**src/rtl/periph_bus_arbiter.sv**
```systemverilog
// Round-robin two-master arbiter driving one peripheral slave with a sel/enable (setup, access) handshake.
// Latency: req seen in IDLE -> ack 3 cycles later with a ready slave; masters hold req until ack, hung accesses time out.
module periph_bus_arbiter #(
    parameter int unsigned       ADDR_W   = 32,
    parameter int unsigned       DATA_W   = 32,
    parameter int unsigned       TIMEOUT  = 16,
    parameter logic [DATA_W-1:0] ERR_DATA = 32'hDEAD_BEEF
) (
    input  logic              clk,
    input  logic              rst,
    input  logic              m0_req_i,
    input  logic              m0_we_i,
    input  logic [ADDR_W-1:0] m0_addr_i,
    input  logic [DATA_W-1:0] m0_wdata_i,
    output logic [DATA_W-1:0] m0_rdata_o,
    output logic              m0_ack_o,
    output logic              m0_err_o,
    input  logic              m1_req_i,
    input  logic              m1_we_i,
    input  logic [ADDR_W-1:0] m1_addr_i,
    input  logic [DATA_W-1:0] m1_wdata_i,
    output logic [DATA_W-1:0] m1_rdata_o,
    output logic              m1_ack_o,
    output logic              m1_err_o,
    output logic              s_sel_o,
    output logic              s_enable_o,
    output logic              s_we_o,
    output logic [ADDR_W-1:0] s_addr_o,
    output logic [DATA_W-1:0] s_wdata_o,
    input  logic [DATA_W-1:0] s_rdata_i,
    input  logic              s_ack_i,
    output logic [1:0]        grant_o
);

    localparam int unsigned CNT_W = (TIMEOUT > 1) ? $clog2(TIMEOUT) : 1;
    localparam logic [CNT_W-1:0] CNT_LAST = CNT_W'(TIMEOUT - 1);

    typedef enum logic [1:0] {
        IDLE   = 2'd0,
        SETUP  = 2'd1,
        ACCESS = 2'd2,
        DONE   = 2'd3
    } state_t;

    state_t             state_q, state_d;
    logic               last_q, last_d;     // 1: m1 owned the previous transfer
    logic [CNT_W-1:0]   cnt_q, cnt_d;
    logic [1:0]         grant_q, grant_d;
    logic               sel_q, sel_d;
    logic               en_q, en_d;
    logic               we_q, we_d;
    logic [ADDR_W-1:0]  addr_q, addr_d;
    logic [DATA_W-1:0]  wdata_q, wdata_d;
    logic               ack0_q, ack0_d, ack1_q, ack1_d;
    logic               err0_q, err0_d, err1_q, err1_d;
    logic [DATA_W-1:0]  rd0_q, rd0_d, rd1_q, rd1_d;

    logic               pick_m1;
    logic               finish;
    logic               fin_err;
    logic [DATA_W-1:0]  fin_data;

    always_ff @(posedge clk) begin
        if (!rst) begin
            state_q <= IDLE;
            last_q  <= 1'b1;
            cnt_q   <= '0;
            grant_q <= '0;
            sel_q   <= 1'b0;
            en_q    <= 1'b0;
            we_q    <= 1'b0;
            addr_q  <= '0;
            wdata_q <= '0;
            ack0_q  <= 1'b0;
            ack1_q  <= 1'b0;
            err0_q  <= 1'b0;
            err1_q  <= 1'b0;
            rd0_q   <= '0;
            rd1_q   <= '0;
        end else begin
            state_q <= state_d;
            last_q  <= last_d;
            cnt_q   <= cnt_d;
            grant_q <= grant_d;
            sel_q   <= sel_d;
            en_q    <= en_d;
            we_q    <= we_d;
            addr_q  <= addr_d;
            wdata_q <= wdata_d;
            ack0_q  <= ack0_d;
            ack1_q  <= ack1_d;
            err0_q  <= err0_d;
            err1_q  <= err1_d;
            rd0_q   <= rd0_d;
            rd1_q   <= rd1_d;
        end
    end

    always_comb begin
        state_d  = state_q;
        last_d   = last_q;
        cnt_d    = cnt_q;
        grant_d  = grant_q;
        sel_d    = sel_q;
        en_d     = en_q;
        we_d     = we_q;
        addr_d   = addr_q;
        wdata_d  = wdata_q;
        ack0_d   = 1'b0;
        ack1_d   = 1'b0;
        err0_d   = 1'b0;
        err1_d   = 1'b0;
        rd0_d    = rd0_q;
        rd1_d    = rd1_q;
        // On a tie the master that did not own the last transfer wins.
        pick_m1  = m1_req_i && (!m0_req_i || !last_q);
        finish   = 1'b0;
        fin_err  = 1'b0;
        fin_data = s_rdata_i;

        case (state_q)
            IDLE: begin
                if (m0_req_i || m1_req_i) begin
                    grant_d = pick_m1 ? 2'b10 : 2'b01;
                    we_d    = pick_m1 ? m1_we_i    : m0_we_i;
                    addr_d  = pick_m1 ? m1_addr_i  : m0_addr_i;
                    wdata_d = pick_m1 ? m1_wdata_i : m0_wdata_i;
                    sel_d   = 1'b1;
                    state_d = SETUP;
                end
            end
            SETUP: begin
                en_d    = 1'b1;
                state_d = ACCESS;
            end
            ACCESS: begin
                cnt_d = cnt_q + CNT_W'(1);
                if (s_ack_i) begin
                    finish = 1'b1;
                end else if (cnt_q == CNT_LAST) begin
                    finish   = 1'b1;
                    fin_err  = 1'b1;
                    fin_data = ERR_DATA;
                end
            end
            DONE: begin
                last_d  = grant_q[1];
                cnt_d   = '0;
                grant_d = '0;
                state_d = IDLE;
            end
            default: state_d = IDLE;
        endcase

        if (finish) begin
            state_d = DONE;
            sel_d   = 1'b0;
            en_d    = 1'b0;
            we_d    = 1'b0;
            ack0_d  = grant_q[0];
            ack1_d  = grant_q[1];
            err0_d  = grant_q[0] && fin_err;
            err1_d  = grant_q[1] && fin_err;
            if (!we_q && grant_q[0]) rd0_d = fin_data;
            if (!we_q && grant_q[1]) rd1_d = fin_data;
        end
    end

    assign m0_rdata_o = rd0_q;
    assign m0_ack_o   = ack0_q;
    assign m0_err_o   = err0_q;
    assign m1_rdata_o = rd1_q;
    assign m1_ack_o   = ack1_q;
    assign m1_err_o   = err1_q;
    assign s_sel_o    = sel_q;
    assign s_enable_o = en_q;
    assign s_we_o     = we_q;
    assign s_addr_o   = addr_q;
    assign s_wdata_o  = wdata_q;
    assign grant_o    = grant_q;

endmodule

```
**config.mk**
```make
export PLATFORM = sky130hd
export DESIGN_NAME = periph_bus_arbiter
export DESIGN_NICKNAME = d
export VERILOG_FILES = /design/src/rtl/periph_bus_arbiter.sv
export SDC_FILE = /design/constraint.sdc
export NUM_CORES = 1
export LEC_CHECK = 0
export CORE_MARGIN = 10
export CORE_UTILIZATION = 57
export CTS_CLUSTER_SIZE = 16
export DETAILED_ROUTE_END_ITERATION = 8
export DONT_BUFFER_PORTS = 1
export PLACE_DENSITY = 0.71
export SKIP_LAST_GASP = 1
export SYNTH_ARGS = -nofsm -noshare
export SYNTH_HDL_FRONTEND = slang
export SYNTH_SLANG_ARGS = --single-unit
```
**constraint.sdc**
```tcl
create_clock -name clk -period 1.5 [get_ports clk]
set_clock_uncertainty 0.05 [all_clocks]
set_input_delay 0.075 -clock clk [delete_from_list [all_inputs] [get_ports clk]]
set_output_delay 0.075 -clock clk [all_outputs]
set_load 0.01 [all_outputs]
```
# Yosys cells after proc, flatten, opt, wreduce, memory -nomap -nowiden
# Index checks and enable logic that the tools add are counted.
word_totals:
  regBits: 144
  input_bits: 167
op_classes:
  add_sub_neg: 1
  eq_ne: 6
  mux: 18
  n_bitwise: 1
  n_reduce_logical: 21
ops:
  columns: ["cell", "count"]
  rows:
  - ["$mux W32", 5]
  - ["$reduce_and A2 Y1", 6]
  - ["$mux W2", 4]
  - ["$pmux W4 S2", 1]
  - ["$mux W1", 6]
  - ["$pmux W2 S3", 1]
  - ["$logic_and A1 B1 Y1", 5]
  - ["$add A4 B1 Y4 const B", 1]
  - ["$eq A2 B2 Y1 const B", 2]
  - ["$eq A4 B4 Y1 const B", 1]
  - ["$pmux W2 S2", 1]
  - ["$reduce_bool A2 Y1", 2]
  - ["$reduce_bool A4 Y1", 1]
  - ["$logic_not A1 Y1", 3]
  - ["$ne A3 B3 Y1 const B", 1]
  - ["$eq A2 B1 Y1 const B", 1]
  - ["$logic_not A2 Y1", 1]
  - ["$logic_or A1 B1 Y1", 2]
  - ["$ne A2 B2 Y1 const B", 1]
  - ["$reduce_or A2 Y1", 1]
  - ["$not A1 Y1", 1]

# Depth between registers and ports, before layout
# Gate-level depths: netlist of the first run.
depth:
  ltp_word: 6
  depth_mapped: 6
  mapped_depth_nobuf: 4

# Worst setup path after synthesis of the first run
# OpenSTA, ideal clock, no wires.
synth_path:
  path_type: "register to register"
  from: "reg cnt_q[0]"
  to: "reg rd1_q[28] (netlist: m1_rdata_o[28])"
  arrival_ns: 1.325
  required_time_ns: 1.331
  slack_ns: 0.006
  stages_incl_launch_ff: 6
  path_buffers: 1
  period_less_slack_ns: 1.494
  path_cell_list: "dfxtp_1 > ha_1 > a31oi_4 > nor2_4 > buf_4 > o221a_1"
synth_via:
  elab_chain_len: 5
synth_lines:
  columns: ["item", "line_no", "source"]
  rows:
  - ["start, declared", "47", "logic [CNT_W-1:0] cnt_q, cnt_d;"]
  - ["start signal, assigned", "83", "cnt_q <= cnt_d;"]
  - ["$eq A4 B4 Y1 *", "140", "end else if (cnt_q == CNT_LAST) begin"]
  - ["$mux W1", "140", null]
  - ["$mux W1", "138", "if (s_ack_i) begin"]
  - ["$mux W1", "121", "case (state_q)"]
  - ["$reduce_and A2 Y1 (no line)", null, null]
  - ["end signal, assigned", "95", "rd1_q <= rd1_d;"]
  - ["end, declared", "56", "logic [DATA_W-1:0] rd0_q, rd0_d, rd1_q, rd1_d;"]
# Every way passes the cells marked *; elsewhere a longest branch is shown, timed or not.
# A chain may end at the register's enable or synchronous reset.

# Worst setup path in the final report of the first run
layout_path:
  from: "reg state_q[1]"
  to: "reg rd1_q[21] (netlist: m1_rdata_o[21])"
layout_via:
  elab_chain_len: 3
layout_lines:
  columns: ["item", "line_no", "source"]
  rows:
  - ["start, declared", "45", "state_t state_q, state_d;"]
  - ["start signal, assigned", "81", "state_q <= state_d;"]
  - ["$eq A2 B2 Y1 *", "121", null]
  - ["$mux W1", "121", null]
  - ["$reduce_and A2 Y1 (no line)", null, null]
# Marked as above.

==> metrics.cfg, run 1 <==
[synthesis]
postSynthAreaPerCell_sq_um=9.16
seq_area_frac_synth_pct=47.8
yosysTopAreaCellShare_pct=47.8
synthesis.instances=658
yosysWarnings=0
ys_top_cells_by_area=dfxtp_1 48%, o221a_1 9.0%, a31oi_1 6.8%
synth_cell_types=35
synth_nets=826
ys_ff_latch=144
ys.flop_type=dfxtp_1
synth_area_leader_cell=dfxtp_1
syn_area_sq_um=6030
synthArstFlopShare_pct=0
synth_common_cells=144 x dfxtp_1, 80 x nand3_1, 66 x a31oi_1, 66 x o21ai_1, 65 x nand4_1
synth_edf_count=0
yosysMostFrequentCell=dfxtp_1

[hold_path]
hold_path.class=in2reg
holdPathStages=2

[clock_network]
clk_pin_slew_ns=0.06
root_buffer=clkbuf_8
clk_path_buf_depth=2
htreeDepth=4
tritoncts=yes
cts_made_buffers=17
worst_skew_pair.late_latency_ns=0.51
clock-sinks=144

[sta]
maxSlewViolCount=0
layout_setup_ws_ns=-0.0137
fin_setup_tns_ns=-0.0499
finalHoldWorstSlack_ns=-0.323
finalCritPeriodShare_pct=101
rsz0062_at_grt=true
max_freq_ghz=0.661
fin_crit_ns=1.51
final_hold_viol_count=69
worstMarginPinSlew_ns=0.521
slew_headroom_pct=65.2
setup_viol=8

[worst_setup_path]
end_kind=register
cp.arrival_ns=1.86
cp_cell_sequence=nand4bb_1 > buf_6 > o221a_1
rr_worst_depth=3
crit_path_max_fanout=32
critPathKind=reg2reg
worst-path-stages=3
start_kind=register
cpLargestDelayFamily=flip-flops
critical_path_buf_inv_count=1
max_stage_delay_ns=0.42
crit_slowest_cell=dfxtp_1
cp_data_required_time_ns=1.84

[global_route]
grt_first_pass_wirelength_microns=34700
antenna_found_initial=2
grt_pass1_vias=6070
grt.overflow.total=0
track_usage_pct=28.6
grt_max_degree=75

[die]
coreArea_sq_um=10300
die_h_microns=123
die_area_sq_um=15100
chipWidth_microns=123
initial_core_util_pct=58.4
rows=37
pin_count=304

[placed_design]
port_buffers=0
placed_cells=735
dp_hpwl_microns=13800
gp_congestion=0.861

[finish]
drive_gt1_share_pct=13.3
nets=940
instances_no_fill=922
syn_to_final_growth_pct=40.9
post-route-util_pct=82.3

[drt]
drt_iter0_markers=1076
vias=6555
antenna_left=0
wl_per_cell_microns=27.4
drc=0
drtPass1Iterations=6
viasPerCell=7.11
routed_wl_microns=25200

[status]
violations=hold timing, setup timing
outcome=complete, but fails checks

[power]
powerDensity_nw_per_um2=1260
leakagePower_uw=0.00294
vdd_drop_max_mv=0.842

[flow_run]
maxCapViolations=0

-- worst reg2reg max path: cells and delay by family (launching register included) --
family	cells	cell delay [ns]
and+or+nand+nor	1	0.32
AOI/OAI and AO/OA	1	0.29
buffers and inverters	1	0.32
DFF	1	0.42
-- layout make-up --
cell class,count,area [sq um]
multi-input combinational,427,2820
clock inverter,9,203
antenna,2,5.00
inverter,5,18.8
sequential,144,2880
tap,136,170
clock buffer,22,473
fill,549,1830
timing repair buffer,177,1930
-- power by group --
group / leakage, uW / switching (uW) / internal (uW) / total (uW)
clock: 0.000331 / 1620 / 3210 / 4830
sequential: 0.00117 / 290 / 4040 / 4330
combinational: 0.00144 / 858 / 728 / 1590
-- stage by stage --
stage,power [uW],hold slack (ns),instance area (sq um),setup WS (ns)
floorplan,5130,0.180,6030,0.00624
global placement,5320,0.113,6070,-0.200
detailed placement,5360,0.117,6070,-0.239
CTS,10500,-0.341,8140,-0.0364
global route,11000,-0.336,8500,-0.0482
finish,10700,-0.323,8500,-0.0137
-- routing by layer --
layer,GRT usage [%],share of wire [%]
met4,12.4,4.1
met3,12.6,14
met5,0,0
met1,31.1,32
met2,47.6,50
-- cells in the final DEF, fill, tap and decap left out, types with 3 or more instances in the layout --
master | netlist | routed
bufinv_16 | 0 | 6
nor2_4 | 3 | 7
buf_4 | 11 | 19
o221a_1 | 48 | 48
buf_6 | 4 | 9
inv_1 | 4 | 4
dlygate4sd3_1 | 0 | 131
nand4_1 | 65 | 65
nor3_1 | 3 | 3
nand3_1 | 80 | 80
clkbuf_8 | 0 | 5
nor2_1 | 6 | 5
nand2_1 | 20 | 20
o21ai_1 | 66 | 52
buf_12 | 0 | 11
o21ai_2 | 0 | 16
dfxtp_1 | 144 | 144
a31oi_1 | 66 | 66
nand2b_1 | 25 | 24
o22ai_1 | 16 | 16
a21oi_1 | 6 | 6
clkbuf_16 | 0 | 21
-- registers in the layout (all words and copies together), names as in the netlist, 2 cells and up --
signal	count
s_wdata_o	32
m0_rdata_o	32
s_addr_o	32
m1_rdata_o	32
state_q	2
cnt_q	4
grant_o	2
-- final timing paths --
check / start / slack, ns / endpoint
max: state_q[1]$_SDFFE_PN0P_ / -0.01 / m1_rdata_o[21]$_SDFFE_PN0P_
min: m0_req_i / -0.32 / s_addr_o[7]$_SDFFE_PN0P_
max reg2reg: state_q[1]$_SDFFE_PN0P_ / -0.01 / m1_rdata_o[21]$_SDFFE_PN0P_
min reg2reg: s_sel_o$_SDFFE_PP0P_ / 0.47 / s_sel_o$_SDFFE_PP0P_
-- logic make-up after synthesis --
logic type	count (synthesis)	share of synthesized area [%]
mux	1	0.166
fa+ha+maj	1	0.207
flops	144	47.8
simple gates	210	19.5
buf+inv	90	7.47
compound gates	212	24.9
-- what timing repair did --
action / CTS / global route
setup endpoints to repair: 69 / 110
buffers inserted: 8 / 1
hold buffers: 123 / 12
gates cloned: 3 / 7
resized for setup: 7 / 27
pin swaps: 5 / 2
hold endpoints to repair: 144 / 69
No activity file was read; power rests on OpenSTA's default activity.
==> run 2: changes to the inputs <==
--- a/config.mk
+++ b/config.mk
@@ -11,6 +11,8 @@
 export DETAILED_ROUTE_END_ITERATION = 8
 export DONT_BUFFER_PORTS = 1
 export PLACE_DENSITY = 0.71
+export RECOVER_POWER = 100
+export SKIP_CTS_REPAIR_TIMING = 1
 export SKIP_LAST_GASP = 1
 export SYNTH_ARGS = -nofsm -noshare
 export SYNTH_HDL_FRONTEND = slang
==> metrics.cfg, run 2 (synthesis gave the netlist of run 1 again) <==
[die]
coreArea_sq_um=10300  ; unchanged
chipWidth_microns=123  ; unchanged
pin_count=304  ; unchanged
rows=37  ; unchanged
die_h_microns=123  ; unchanged
die_area_sq_um=15100  ; unchanged
initial_core_util_pct=58.4  ; unchanged

[drt]
drtPass1Iterations=5  ; -1
drt_iter0_markers=912  ; -15%
wl_per_cell_microns=27.0  ; -1.6%
viasPerCell=7.05  ; -0.77%
drc=0  ; unchanged
routed_wl_microns=24200  ; -4.2%
antenna_left=0  ; unchanged
vias=6328  ; -3.5%

[power]
pwr-share-comb_pct=13.8  ; -1.0 points
internal_power_uw=7920  ; -0.71%
swShare_pct=25.4  ; -0.32 points
seq_power_share_pct=40.7  ; +0.4 points
p_sw_uw=2700  ; -2.4%
powerDensity_nw_per_um2=1290  ; +2.3%
leakagePower_uw=0.00281  ; -4.4%
vdd_drop_max_mv=0.781  ; -7.2%
clockPowerShare_pct=45.5  ; +0.5 points

[sta]
slew_headroom_pct=68.5  ; +3.3 points
finalCritPeriodShare_pct=105  ; +4.3 points
finalHoldWorstSlack_ns=-0.324  ; -0.00114 ns
fin_crit_ns=1.58  ; +0.0638 ns
rsz0062_at_grt=true
max_freq_ghz=0.634  ; -4.0%
layout_setup_ws_ns=-0.0775  ; -0.0638 ns
setup_viol=5  ; -3
maxSlewViolCount=0  ; unchanged
final_hold_viol_count=69  ; unchanged
fin_setup_tns_ns=-0.176  ; -0.126 ns
worstMarginPinSlew_ns=0.473  ; -0.0488 ns

[worst_setup_path]
end_kind=register
start_kind=primary input
critical_path_buf_inv_count=3  ; +2
crit_slowest_cell=dlygate4sd3_1
critPathKind=in2reg
cp_cell_sequence=dlygate4sd3_1 > buf_16 > nand3_1 > dlygate4sd3_1 > o22ai_1
cp.arrival_ns=1.96  ; +0.10 ns
crit_path_max_fanout=71  ; +120%
max_stage_delay_ns=0.65  ; +0.23 ns
cp_common_cell=dlygate4sd3_1
cpLargestDelayFamily=buffers and inverters
cp_data_required_time_ns=1.88  ; +0.04 ns

[flow_run]
maxCapViolations=0  ; unchanged

[finish]
final_common_cell=dfxtp_1
layout_common_cells=143 x dfxtp_1, 116 x dlygate4sd3_1, 80 x nand3_1
drive_gt1_share_pct=11.2  ; -2.1 points
syn_to_final_growth_pct=36.2
nets=915  ; -2.7%

[global_route]
grt_pass1_vias=5134  ; -15%
track_usage_pct=24.4  ; -4.2 points
grt_max_degree=78  ; +4.0%
antenna_found_initial=2  ; unchanged
grt.overflow.total=0  ; unchanged
grt_first_pass_wirelength_microns=29400  ; -15%

[status]
outcome=complete, but fails checks
violations=hold timing, setup timing

[placed_design]
dp_hpwl_microns=13800  ; unchanged
port_buffers=0  ; unchanged
gp_congestion=0.861  ; unchanged

[clock_network]
htreeDepth=4  ; unchanged
cts_made_buffers=17  ; unchanged
clock-sinks=144  ; unchanged
clk_pin_slew_ns=0.06  ; about the same
root_buffer=clkbuf_8
tritoncts=yes
clk_path_buf_depth=2  ; unchanged
worst_skew_pair.late_latency_ns=0.51  ; about the same

[hold_path]
hold_path.class=in2reg

## run 2: worst register-to-register path: stages (launching register included)
cell and delay (ns):
dfxtp_1 0.34, ha_2 0.21, a31oi_4 0.10, buf_12 0.16, buf_4 0.15, a2111oi_1 0.38
## run 2: final timing paths
| path | start | endpoint | slack [ns] | cells after the start |
|---|---|---|---|---|
| max reg2reg | cnt_q[1]$_SDFFE_PN0P_ | state_q[0]$_SDFFE_PN0P_ | -0.01 | 5 |
| min reg2reg | last_q$_SDFFE_PN1N_ | last_q$_SDFFE_PN1N_ | 0.48 | 2 |
| min | m0_req_i | s_addr_o[7]$_SDFFE_PN0P_ | -0.32 | 2 |
| max | rst | m1_rdata_o[14]$_SDFFE_PN0P_ | -0.08 | 5 |
## run 2: area by class of cell
cell class	count	area, sq um
diodes	2	5.00
clock buffers	22	473
clock inverters	9	203
fillers	614	2110
inverters	5	18.8
multi-input cells	427	2780
flip-flops and latches	144	2880
well taps	136	170
repair buffers	152	1680
## run 2: power by group through the flow
stage	sequential, uW	combinational, uW	clock (uW)
2_1_floorplan	4320	810	0
3_3_place_gp	4390	926	0
3_5_place_dp	4390	969	0
4_1_cts	4310	970	4850
5_1_grt	4340	1560	5020
6_report	4320	1470	4840
## run 2: metrics by stage
| step | area (sq um) | power [uW] | utilization [%] | cells | setup WS, ns |
|---|---|---|---|---|---|
| after floorplan | 6030 | 5130 | - | 658 | 0.00624 |
| after global placement | 6070 | 5320 | 58.8 | 735 | -0.200 |
| after detailed placement | 6070 | 5360 | 58.8 | 735 | -0.239 |
| after CTS | 6740 | 10100 | 65.3 | 766 | -0.255 |
| after global routing | 8210 | 10900 | 79.5 | 897 | -0.0968 |
| final | 8210 | 10600 | 79.5 | 897 | -0.0775 |
## run 2: per-layer routing
metal	wire length (microns)	track usage, %	vias up
li1	-	-	2717
met2	12200	41.0	512
met4	922	7.44	0
met5	0	0	-
met1	7950	27.2	3003
met3	3130	11.1	96
==> run 3: changes to the inputs <==
--- a/config.mk
+++ b/config.mk
@@ -6,11 +6,12 @@
 export NUM_CORES = 1
 export LEC_CHECK = 0
 export CORE_MARGIN = 10
-export CORE_UTILIZATION = 57
+export CORE_UTILIZATION = 59
+export CTS_BUF_LIST = sky130_fd_sc_hd__clkbuf_2
 export CTS_CLUSTER_SIZE = 16
 export DETAILED_ROUTE_END_ITERATION = 8
 export DONT_BUFFER_PORTS = 1
-export PLACE_DENSITY = 0.71
+export PLACE_DENSITY = 0.74
 export RECOVER_POWER = 100
 export SKIP_CTS_REPAIR_TIMING = 1
 export SKIP_LAST_GASP = 1
==> constraint.sdc (replaced) <==
create_clock -name clk -period 1.5 [get_ports clk]
set_clock_uncertainty 0.05 [all_clocks]
set_input_delay 0.15 -clock clk [delete_from_list [all_inputs] [get_ports clk]]
set_output_delay 0.15 -clock clk [all_outputs]
set_load 0.01 [all_outputs]
==> metrics.cfg, run 3 <==
[global_route]
grt_max_degree=78

[die]
chipWidth_microns=121  ; -1.4%
pin_count=304  ; unchanged
rows=36  ; -2.7%
die_h_microns=121  ; -1.4%
initial_core_util_pct=61.1  ; +2.7 points

[synthesis]
yosysMostFrequentCell=dfxtp_1
synth_edf_count=0  ; unchanged
yosysWarnings=0  ; unchanged
synth_nets=826  ; unchanged
ys.flop_type=dfxtp_1
postSynthAreaPerCell_sq_um=9.16  ; unchanged
ys_ff_latch=144  ; unchanged
syn_area_sq_um=6030  ; unchanged
synthesis.instances=658  ; unchanged
synthArstFlopShare_pct=0  ; unchanged
seq_area_frac_synth_pct=47.8  ; unchanged
synth_common_cells=144 x dfxtp_1, 80 x nand3_1, 66 x a31oi_1, 66 x o21ai_1, 65 x nand4_1
ys_top_cells_by_area=dfxtp_1 48%, o221a_1 9.0%, a31oi_1 6.8%
synth_cell_types=35  ; unchanged
synth_area_leader_cell=dfxtp_1
yosysTopAreaCellShare_pct=47.8  ; unchanged

[clock_network]
root_buffer=clkbuf_2
htreeDepth=4  ; unchanged
clk_path_buf_depth=2  ; unchanged
cts_made_buffers=17  ; unchanged
clock-sinks=144  ; unchanged

[placed_design]
dp_slack_ns=-0.260  ; -0.0209 ns
gp_congestion=0.874  ; +1.5%
dp_hpwl_microns=13900  ; +0.52%
port_buffers=0  ; unchanged

[status]
outcome=did not finish
failed_stage=global routing
stop_error=[ERROR RSZ-0060] Max buffer count reached.

[sta]
worstEndpointGrtRepair=m1_rdata_o[26]$_SDFFE_PN0P_/D
worst-ep-kind=register data pin

==> run 3: cells by family after synthesis <==
kind of cell	after synthesis	share of synthesized area [%]
multiplexers	1	0.166
AO/OA/AOI/OAI	212	24.9
buffers and inverters	90	7.47
adder cells (fa/ha/maj)	1	0.207
flip-flops	144	47.8
AND/OR/NAND/NOR	210	19.5
==> run 3: through the flow <==
stage          area [sq um]  hold slack [ns]  std cells  TNS [ns]
3_3_place_gp           6090            0.186        734     -7.84
3_5_place_dp           6090            0.190        734    -13.37
4_1_cts                6280           -0.573        766    -15.52
2_1_floorplan          6030            0.255        658         0
==> run 4: changes to the inputs <==
--- a/config.mk
+++ b/config.mk
@@ -6,12 +6,10 @@
 export NUM_CORES = 1
 export LEC_CHECK = 0
 export CORE_MARGIN = 10
-export CORE_UTILIZATION = 59
-export CTS_BUF_LIST = sky130_fd_sc_hd__clkbuf_2
-export CTS_CLUSTER_SIZE = 16
+export CORE_UTILIZATION = 40
 export DETAILED_ROUTE_END_ITERATION = 8
 export DONT_BUFFER_PORTS = 1
-export PLACE_DENSITY = 0.74
+export PLACE_DENSITY_LB_ADDON = 0.15
 export RECOVER_POWER = 100
 export SKIP_CTS_REPAIR_TIMING = 1
 export SKIP_LAST_GASP = 1
==> constraint.sdc (replaced) <==
create_clock -name clk -period 1.95 [get_ports clk]
set_clock_uncertainty 0.05 [all_clocks]
set_input_delay 0.195 -clock clk [delete_from_list [all_inputs] [get_ports clk]]
set_output_delay 0.195 -clock clk [all_outputs]
set_load 0.01 [all_outputs]
==> metrics.cfg, run 4 (synthesis gave the netlist of run 1 again) <==
[die]
die_area_sq_um=20400
chipWidth_microns=143  ; +18%
rows=44  ; +22%
initial_core_util_pct=41.2  ; -20 points
coreArea_sq_um=14600
pin_count=304  ; unchanged
die_h_microns=143  ; +18%

[finish]
drive_gt1_share_pct=7.56
post-route-util_pct=55.7
final_common_cell=dfxtp_1
final_cell_area_sq_um=8160
ff_latch_area_sq_um=2880
nets=923
num-fill-cells=1218
syn_to_final_growth_pct=35.3
layout_common_cells=144 x dfxtp_1, 140 x dlygate4sd3_1, 80 x nand3_1
multiInputGateArea_sq_um=2690

[clock_network]
tritoncts=yes
worst_skew_pair.late_latency_ns=0.41
clk_path_buf_depth=2  ; unchanged
root_buffer=clkbuf_16
clk_pin_slew_ns=0.06
htreeDepth=4  ; unchanged
cts_made_buffers=17  ; unchanged
clock-sinks=144  ; unchanged

[drt]
viasPerCell=6.32
drt_iter0_markers=467
routed_wl_microns=22600
wl_per_cell_microns=23.7
antenna_left=0
vias=6031
drtPass1Iterations=7
drc=0

[worst_setup_path]
crit_slowest_cell=dfxtp_1
cpLargestDelayFamily=compound AO/OA/AOI/OAI gates
cp_cell_sequence=ha_1 > a31oi_2 > nor2_1 > buf_12 > o221a_1
reg2reg_slack_ns=0.32
rr_worst_depth=5
cp_data_required_time_ns=2.20
end_kind=register
timing.rr.start=cnt_q[0]$_SDFFE_PN0P_
worst-path-stages=5
critical_path_buf_inv_count=1
r2r_end=m1_rdata_o[30]$_SDFFE_PN0P_
crit_path_max_fanout=32
critPathKind=reg2reg
start_kind=register
cp.arrival_ns=1.88
max_stage_delay_ns=0.34

[sta]
slew_headroom_pct=62.8
finalHoldWorstSlack_ns=0.00304
rsz0062_at_grt=false
finalCritPeriodShare_pct=83.5
fin_setup_tns_ns=0
maxSlewViolCount=0
fin_crit_ns=1.63
final_hold_viol_count=0
worstMarginPinSlew_ns=0.553
setup_viol=0
max_freq_ghz=0.614

[hold_path]
hold_path.class=in2reg
holdPathEnd=state_q[0]$_SDFFE_PN0P_
holdPathStages=2
min_from=m1_req_i

[global_route]
track_usage_pct=18.4
grt_pass1_vias=5130
grt.overflow.total=0
grt_first_pass_wirelength_microns=29900
grt_max_degree=78
antenna_found_initial=2

[placed_design]
gp_congestion=0.811  ; -7.2%
port_buffers=0  ; unchanged
placed_area_sq_um=6100  ; +0.18%
dp_hpwl_microns=14200  ; +2.7%

[status]
outcome=finished, final reports clean

[flow_run]
maxCapViolations=0

[power]
vdd_drop_max_mv=0.609
leakagePower_uw=0.00278
powerDensity_nw_per_um2=951

==> run 4: power breakdown <==
group / switching, uW / internal, uW / total, uW
Sequential: 226 / 3110 / 3330
Combinational: 567 / 471 / 1040
Clock: 1210 / 2170 / 3390
Total: 2010 / 5750 / 7760
==> run 4: worst max-delay path by stage <==
stage,from,endpoint,slack [ns]
after floorplan,cnt_q[0]$_SDFFE_PN0P_,m1_rdata_o[28]$_SDFFE_PN0P_,0.46
after global placement,cnt_q[0]$_SDFFE_PN0P_,m1_rdata_o[31]$_SDFFE_PN0P_,0.39
after detailed placement,state_q[1]$_SDFFE_PN0P_,m1_rdata_o[30]$_SDFFE_PN0P_,0.35
after CTS,state_q[1]$_SDFFE_PN0P_,m1_rdata_o[30]$_SDFFE_PN0P_,0.33
after global routing,state_q[0]$_SDFFE_PN0P_,s_enable_o$_SDFFE_PP0P_,0.16
final,cnt_q[0]$_SDFFE_PN0P_,m1_rdata_o[30]$_SDFFE_PN0P_,0.32
==> run 4: layout make-up <==
cell class	instances	area share (%)
repair buffers	163	20.9
flip-flops and latches	144	35.3
inverters	5	0.230
clock buffers	22	6.06
well taps	184	2.82
clock inverters	9	1.58
multi-input cells	424	33.0
diodes	3	0.0921
==> run 4: per-layer routing <==
metal | part of all wire, % | GRT usage (%) | vias up | wire length (microns)
li1 | - | - | 2736 | -
met1 | 36 | 20.4 | 2793 | 8080
met2 | 48 | 28.8 | 436 | 10800
met3 | 13 | 9.45 | 66 | 2990
met4 | 3.2 | 8.25 | 0 | 719
met5 | 0 | 0 | - | 0
==> run 4: per-stage QoR <==
| step | power (uW) | instances | setup WS (ns) |
|---|---|---|---|
| floorplan | 3950 | 658 | 0.456 |
| global placement | 4110 | 778 | 0.388 |
| detailed placement | 4130 | 778 | 0.352 |
| CTS | 7550 | 809 | 0.325 |
| global route | 8060 | 953 | 0.163 |
| finish | 7760 | 954 | 0.321 |
==> run 4: worst reg2reg max path, stage by stage (launching register included) <==
cell and delay (ns):
dfxtp_1 0.34, ha_1 0.25, a31oi_2 0.32, nor2_1 0.13, buf_12 0.18, o221a_1 0.25
